<file path="config.mk">
export PLATFORM = sky130hd
export DESIGN_NAME = exception_ctrl
export DESIGN_NICKNAME = d
export VERILOG_FILES = /design/src/rtl/exception_ctrl.sv
export SDC_FILE = /design/constraint.sdc
export NUM_CORES = 1
export LEC_CHECK = 0
export CAP_MARGIN = 30
export CORE_MARGIN = 1.5
export CORE_UTILIZATION = 41
export DETAILED_ROUTE_END_ITERATION = 8
export GPL_TIMING_DRIVEN = 0
export PLACE_DENSITY = 0.94
export SETUP_SLACK_MARGIN = 0.3
export SYNTH_ARGS = -nofsm -noshare
export SYNTH_HDL_FRONTEND = slang
export SYNTH_SLANG_ARGS = --single-unit
</file>
<file path="constraint.sdc">
create_clock -name clk -period 5 [get_ports clk]
set_clock_uncertainty 0.15 [all_clocks]
set_input_delay 1.25 -clock clk [delete_from_list [all_inputs] [get_ports clk]]
set_output_delay 1.25 -clock clk [all_outputs]
set_load 0.01 [all_outputs]
</file>
<file path="src/rtl/exception_ctrl.sv">
// Exception/rfe sequencer for next-PC selection: saves EPC, fetches the handler vector byte, redirects PC.
// Latency: exception -> pc_write after 2+MEM_LAT cycles; rfe -> pc_write next cycle; new requests ignored while busy.
module exception_ctrl #(
   parameter int VEC_BASE = 253,
   parameter int MEM_LAT  = 1
) (
   input  logic        clk,
   input  logic        reset,
   input  logic        exc_opcode,
   input  logic        exc_ovf,
   input  logic        exc_div0,
   input  logic        rfe,
   input  logic [31:0] pc_in,
   input  logic [31:0] mem_data_in,
   output logic [31:0] mem_addr,
   output logic        mem_read,
   output logic [31:0] epc_out,
   output logic [1:0]  cause_out,
   output logic [2:0]  pcsource,
   output logic        pc_write,
   output logic        busy
);

   localparam int CW = (MEM_LAT > 1) ? $clog2(MEM_LAT) : 1;
   localparam logic [CW-1:0] CNT_INIT = CW'(MEM_LAT - 1);

   typedef enum logic [2:0] {
      IDLE  = 3'd0,
      SAVE  = 3'd1,
      FETCH = 3'd2,
      LOAD  = 3'd3,
      RET   = 3'd4
   } state_t;

   state_t        state_q, state_d;
   logic [31:0]   epc_q, epc_d;
   logic [31:0]   addr_q, addr_d;
   logic [1:0]    cause_q, cause_d;
   logic [CW-1:0] cnt_q, cnt_d;
   logic          any_exc;

   assign any_exc = exc_opcode | exc_ovf | exc_div0;

   always_ff @(posedge clk) begin
      if (reset) begin
         state_q <= IDLE;
         epc_q   <= '0;
         addr_q  <= '0;
         cause_q <= '0;
         cnt_q   <= '0;
      end else begin
         state_q <= state_d;
         epc_q   <= epc_d;
         addr_q  <= addr_d;
         cause_q <= cause_d;
         cnt_q   <= cnt_d;
      end
   end

   always_comb begin
      state_d = state_q;
      epc_d   = epc_q;
      addr_d  = addr_q;
      cause_d = cause_q;
      cnt_d   = cnt_q;
      unique case (state_q)
         IDLE: begin
            // Exception beats a simultaneous rfe; the rfe is simply dropped.
            if (any_exc) begin
               state_d = SAVE;
               cause_d = exc_opcode ? 2'd0 : (exc_ovf ? 2'd1 : 2'd2);
            end else if (rfe) begin
               state_d = RET;
            end
         end
         SAVE: begin
            epc_d   = pc_in - 32'd4;
            addr_d  = 32'(VEC_BASE) + {30'd0, cause_q};
            cnt_d   = CNT_INIT;
            state_d = FETCH;
         end
         FETCH: begin
            if (cnt_q == '0) state_d = LOAD;
            else             cnt_d   = cnt_q - 1'b1;
         end
         LOAD:    state_d = IDLE;
         RET:     state_d = IDLE;
         default: state_d = IDLE;
      endcase
   end

   always_comb begin
      mem_read = 1'b0;
      pcsource = 3'b000;
      pc_write = 1'b0;
      busy     = (state_q != IDLE);
      unique case (state_q)
         FETCH: mem_read = 1'b1;
         LOAD: begin
            pcsource = 3'b100;
            pc_write = 1'b1;
         end
         RET: begin
            pcsource = 3'b001;
            pc_write = 1'b1;
         end
         default: ;
      endcase
   end

   assign mem_addr  = addr_q;
   assign epc_out   = epc_q;
   assign cause_out = cause_q;

endmodule

</file>
==> summary.md, run 1 <==
| Metric | Value |
|---|---|
| Hold-fix buffer count after cts | `0` |
| Final critical-path required period | `roughly 3.9 ns` |
| Synthesized area | `between 0.002 and 0.0025 sq mm` |
| Worst-path clk slew | `0.08 ns` |
| Tightest Pin Transition | `0.877 ns` |
| Pwr dens | `259 mW/mm^2` |
| RSZ-0062 raised after global routing | `no` |
| Max-Cap Viols | `0` |
| Via Count | `between 2000 and 3000` |
| CTS H-tree depth | `2` |
| Switching Fraction | `0.299` |
| Signal arrival time at the worst endpoint | `3.95 ns` |
| Crit start category | `primary input` |
| Syn-to-layout area delta | `47.3%` |
| Clock sinks | `slightly above 40` |
| Asr flop ratio synth | `0` |
| Detail Route Antenna Nets | `0` |
| Initial antenna violation count | `0` |
| Post-CTS sizing | `0` |
| Post-Place Setup Slack | `a little under 0.9 ns` |
| Number of synthesized register bits | `41` |
| CTS buffer count | `5` |
| Vias in the first global route | `between 2000 and 2500` |
| VDD IR max | `149 uV` |
| Final setup margin | `1.12 ns` |
| Layout Nets | `483` |
| Sequential share of power | `0.421` |
| DP HPWL | `5.19 mm` |
| Worst Hold Class | `register to register` |
| Sequential Area | `roughly 820 sq um` |
| First-pass GRT wire length | `10.8 mm` |
| Pleak | `1.27 nW` |
| TritonCTS clock tree | `done` |
| Net Sw Power | `0.271 mW` |
| Share of layout cells above drive strength 1 | `0.112` |
| Logic pwr share | `0.310` |
| Die Span X | `78.9 microns` |
| Main synth FF type | `dfxtp_1` |
| Seq/Total Area, Yosys | `0.347` |
| Final TNS setup | `0 ns` |
| Clock network fraction of design power | `0.269` |
| Critical path class | `primary input to register` |
| Commonest non-fill, non-tap cell in the layout | `clkdlybuf4s50_1` |
| Worst path cell trace | `clkdlybuf4s50_1 -> inv_1 -> ha_1 -> nor4b_2 -> nand4_1 -> or4_1 -> a311oi_1` |
| Count of port buffers added during placement | `84` |
| Fillcell total | `between 400 and 500` |
| Diode count | `0` |
| Starting Density | `0.427` |
| Clk_lat worst skew | `0.29 ns` |
| Status | `finished clean` |
| CP required | `5.07 ns` |
| Worst r2r src | `state_q[0]` |
| Critical hold path startpoint | `epc_out[0]` |
| Vias per std cell | `roughly 5.4` |
| Final Slew Violations | `0` |
| Post-synth top area share | `0.347` |
| Post-CTS setup buffers | `0` |
| WHS | `0.317 ns` |
| Worst stage delay on the critical path | `about 0.64 ns` |
| Netlist cell types | `roughly 40` |
| Total Wirelength | `around 6.7 mm` |
| Cells after Synth | `roughly 300` |
| Die ar. | `0.00623 sq mm` |
| CP Buf/Inv Count | `2` |
| Int Pwr | `~0.63 mW` |
| Top delay family on crit path | `simple AND/OR/NAND/NOR gates` |
| Max clock buf depth | `2` |
| Per-cell routed wire length | `between 10 and 15 microns` |
| Gp weighted congestion | `between 0.8 and 0.9` |
| Number of synthesis warnings | `0` |
| Max frequency | `0.257 GHz` |
| Initial DRC count | `176` |
| CP max-delay cell | `or4_1` |
| DRC viols | `0` |
| # rows | `27` |
| Area contributors post-synth | `dfxtp_1, buf_4, nor2_1` |
| Area occupied by multi-input gates | `0.00130 sq mm` |
| Root buf cell | `clkbuf_8` |
| Max-slew headroom at the worst pin | `0.411` |
| Largest net degree at the start of global routing | `13` |
| CP Max Fanout | `8` |
| Worst Setup SP | `pc_in[2]` |
| I/O pins | `142` |
| Core ar. | `0.00554 sq mm` |
| Mapped Avg Cell Area | `7.96 sq um` |
| Most frequent cells in the layout | `clkdlybuf4s50_1, nor2_1, dfxtp_1, buf_4, conb_1` |
| Die Span Y | `78.9 microns` |
| Grt total ovfl | `0` |
| Drt first pass iters | `4` |
| Tcrit/Tclk final | `0.777` |
| Final setup fails | `0` |
| Dominant cell type by area after synthesis | `dfxtp_1` |
| CP endpoint kind | `register` |
| Number of synthesized flops with an enable pin | `0` |
| Fin. Hold Viols | `0` |
| Gr usage total | `0.218` |
[state kept, by name (all words and copies together) (netlist names)]
| name | cells |
|---|---|
| state_q | 3 |
| mem_addr | 4 |
| cause_out | 2 |
| epc_out | 32 |
[logic make-up after synthesis]
logic type / synth area share
compound gates: 0.174
xor+xnor: 0.0333
fa+ha+maj: 0.0106
buf+inv: 0.139
flops: 0.347
other cells: 0.00159
simple gates: 0.295
[area by class of cell]
cell class | count | area share
Tap cell | 72 | 0.0259
Inverter | 7 | 0.00754
Clock inverter | 1 | 0.00144
Sequential cell | 41 | 0.236
Buffer | 49 | 0.0866
Clock buffer | 7 | 0.0277
Multi-Input combinational cell | 223 | 0.374
Timing Repair Buffer | 84 | 0.241
[stage by stage]
stage	cell area (sq um)	power, mW	cells	util
global route	3480	0.948	484	0.629
finish	3480	0.903	484	0.629
floorplan	2450	0.524	320	-
global placement	3380	0.657	476	0.610
CTS	3480	0.902	484	0.629
detailed placement	3380	0.666	476	0.610
[cell usage after synthesis, types with 2 or more instances]
cell	n
a211oi_1	10
a21oi_1	7
a311oi_1	16
and3_1	2
buf_4	29
clkbuf_1	18
dfxtp_1	41
ha_1	2
inv_1	7
nand2_1	16
nand2b_1	2
nand3_1	5
nand4_1	7
nor2_1	45
nor3_1	15
nor3b_1	3
nor4_1	8
o21ai_0	6
o31a_1	2
o31ai_1	8
o41ai_1	2
or2_2	3
or3_1	10
or4_1	9
xnor2_1	4
xor2_1	5
[worst paths after layout]
path                 end  slack [ns]  cells past startpoint
max          epc_out[20]        1.12                      7
min           epc_out[0]        0.32                      2
max reg2reg   epc_out[9]        2.76                      6
min reg2reg   epc_out[0]        0.32                      2
[power by group through the flow]
stage,sequential [mW],clock [mW],combinational [mW]
after CTS,0.380,0.244,0.279
after global routing,0.384,0.260,0.304
after detailed placement,0.388,0,0.278
after global placement,0.386,0,0.271
after floorplan,0.400,0,0.124
final,0.380,0.243,0.280
[layer usage]
metal  vias to the layer above  wire length [microns]  global-route usage
met5                         -                      0                   0
met3                        23                    575              0.0529
met1                      1156                   2730               0.260
met2                       159                   3160               0.378
li1                       1269                      -                   -
met4                         0                    196              0.0789
[tightest hold or removal path, cell delays in order, from the launching register on]
cell and delay (ns):
dfxtp_1 0.31, nand2_1 0.05, a21oi_1 0.06
Note: power is estimated with default switching activity, not from simulation.
==> run 2: changes to the inputs <==
--- a/config.mk
+++ b/config.mk
@@ -7,10 +7,10 @@
 export LEC_CHECK = 0
 export CAP_MARGIN = 30
 export CORE_MARGIN = 1.5
-export CORE_UTILIZATION = 41
+export CORE_UTILIZATION = 38
 export DETAILED_ROUTE_END_ITERATION = 8
 export GPL_TIMING_DRIVEN = 0
-export PLACE_DENSITY = 0.94
+export PLACE_DENSITY = 0.88
 export SETUP_SLACK_MARGIN = 0.3
 export SYNTH_ARGS = -nofsm -noshare
 export SYNTH_HDL_FRONTEND = slang
==> constraint.sdc (replaced) <==
create_clock -name clk -period 3.58 [get_ports clk]
set_clock_uncertainty 0.15 [all_clocks]
set_input_delay 0.895 -clock clk [delete_from_list [all_inputs] [get_ports clk]]
set_output_delay 0.895 -clock clk [all_outputs]
set_load 0.01 [all_outputs]
==> run 2 against run 1 <==
  * Worst hold slack worse by 0.012 ns
  * Sequential power increased by 40%
  * Sequential share of layout area is 0.093 points lower
  * Combinational power up 40%
  * Via count down 1.5%
  * Critical path depth is the same
  * Routed wire length is 0.26% lower
  * Critical endpoint is now epc_out[31]
  * Largest cell class unchanged
==> summary.md, run 2 (synthesis results as in run 1) <==
| Metric | Value |
|---|---|
| Share of layout cells above drive strength 1 | `0.124` |
| Commonest non-fill, non-tap cell in the layout | `clkdlybuf4s50_1` |
| Syn-to-layout area delta | `47.9%` |
| Gp weighted congestion | `0.906` |
| Crit. path cell count | `7` |
| Status | `finished clean` |
| Crit start category | `primary input` |
| Detail Route Antenna Nets | `0` |
| Via Count | `2568` |
| Pleak | `1.29 nW` |
| Final setup fails | `0` |
| WHS | `0.305 ns` |
| Final Slew Violations | `0` |
| CP max-delay cell | `or4b_4` |
| R2R cell count | `6` |
| Gr usage total | `0.202` |
| Worst Hold Class | `register to register` |
| CP endpoint kind | `register` |
| Tightest Pin Transition | `0.606 ns` |
| Worst path cell trace | `dlygate4sd2_1 -> or4_1 -> buf_4 -> or4b_4 -> buf_6 -> or4_1 -> a311oi_2` |
| Hold-fix buffer count after cts | `0` |
| Initial DRC count | `135` |
| Core Util, Final | `0.587` |
| Number of flip-flops in the largest register | `32` |
| Die Span X | `roughly 82 microns` |
| Vias in the first global route | `2352` |
| Clock sinks | `between 40 and 50` |
| Top delay family on crit path | `simple AND/OR/NAND/NOR gates` |
| VDD IR max | `roughly 220 uV` |
| Fin. Hold Viols | `0` |
| TritonCTS clock tree | `done` |
| I/O pins | `~140` |
| Total Wirelength | `6.65 mm` |
| Tcrit/Tclk final | `0.913` |
| Met1 wire length | `2.74 mm` |
| Worst stage delay on the critical path | `roughly 0.53 ns` |
| DRC viols | `0` |
| CP Buf/Inv Count | `3` |
| First-pass GRT wire length | `10.7 mm` |
| Layout Nets | `483` |
| Starting Density | `0.397` |
| # rows | `28` |
| CP required | `3.63 ns` |
| DP HPWL | `5.24 mm` |
| Critical hold path startpoint | `epc_out[1]` |
| Largest net degree at the start of global routing | `12` |
| Drt first pass iters | `4` |
| Most common cell on crit path | `or4_1` |
| Met2 wire len | `3.23 mm` |
| Most frequent cells in the layout | `clkdlybuf4s50_1, nor2_1, dfxtp_1, buf_4, conb_1` |
| Worst Setup SP | `pc_in[8]` |
| Critical path class | `primary input to register` |
| Max clock buf depth | `2` |
| Per-cell routed wire length | `13.7 microns` |
| Met3 routed WL | `619 microns` |
| Die ar. | `0.00671 sq mm` |
| CP Max Fanout | `10` |
| Clk_lat worst skew | `0.29 ns` |
| Core ar. | `0.00596 sq mm` |
| Total power | `~1.2 mW` |
| Vias per std cell | `between 5 and 6` |
| Signal arrival time at the worst endpoint | `3.32 ns` |
| Max-Cap Viols | `0` |
| Highest Signal Layer | `met4` |
| CTS H-tree depth | `2` |
| Final critical-path required period | `3.27 ns` |
| Count of port buffers added during placement | `84` |
| Initial antenna violation count | `0` |
| Worst-path clk slew | `0.07 ns` |
| Max frequency | `between 0.3 and 0.4 GHz` |
| Pwr dens | `350 mW/mm^2` |
| Hold path cells | `2` |
| Root buf cell | `clkbuf_8` |
| Die Span Y | `81.9 microns` |
| Grt total ovfl | `0` |
| Max-slew headroom at the worst pin | `0.596` |
| RSZ-0062 raised after global routing | `no` |
| CTS buffer count | `5` |
| Worst r2r src | `state_q[0]` |
| Diode count | `0` |
run 2: through the flow:
stage	TNS, ns	area [sq um]	instances	setup slack [ns]
floorplan	0	2450	320	0.448
global placement	-0.706	3390	479	-0.213
detailed placement	-0.971	3390	479	-0.220
CTS	0	3490	486	0.311
global route	0	3500	486	0.281
finish	0	3500	486	0.313
run 2: final cells by class:
cell class,instances,area (sq um)
multi-input cells,223,1330
clock buffers,7,86.3
inverters,7,26.3
well taps,75,93.8
repair buffers,84,823
plain buffers,49,314
fillers,542,2460
flip-flops and latches,41,821
run 2: repair_timing:
| action | 4_1_cts | 5_1_grt |
|---|---|---|
| buffers inserted | 0 | 0 |
| pin swaps | 1 | 1 |
| hold endpoints to repair | 0 | 0 |
| endpoints found under the setup margin | 7 | 4 |
| gates resized for setup | 14 | 7 |
run 2: final timing paths:
path / endpoint / slack [ns]
max: epc_out[31] / 0.31
min: epc_out[1] / 0.30
max reg2reg: epc_out[8] / 1.37
min reg2reg: epc_out[1] / 0.30
run 2: metal layers:
| layer | up-vias | global-route usage |
|---|---|---|
| met5 | - | 0 |
| met2 | 116 | 0.343 |
| met1 | 1183 | 0.256 |
| met3 | 4 | 0.0489 |
| li1 | 1265 | - |
| met4 | 0 | 0.0475 |
run 2: worst min-delay path, delay by kind of cell (launching register included):
family | cells | cell delay, ns
flip-flops | 1 | 0.31
AND/OR/NAND/NOR | 1 | 0.05
AO/OA/AOI/OAI | 1 | 0.05
run 2: power breakdown:
| group | internal, mW | total [mW] | switching, mW |
|---|---|---|---|
| combinational | 0.206 | 0.393 | 0.187 |
| clock | 0.153 | 0.301 | 0.148 |
| sequential | 0.503 | 0.531 | 0.0277 |
==> run 3: changes to the inputs <==
--- a/config.mk
+++ b/config.mk
@@ -12,6 +12,7 @@
 export GPL_TIMING_DRIVEN = 0
 export PLACE_DENSITY = 0.88
 export SETUP_SLACK_MARGIN = 0.3
+export SLEW_MARGIN = 10
 export SYNTH_ARGS = -nofsm -noshare
 export SYNTH_HDL_FRONTEND = slang
 export SYNTH_SLANG_ARGS = --single-unit
==> results of run 3 <==
Final layout, timing and power as in run 2 (identical DEF).
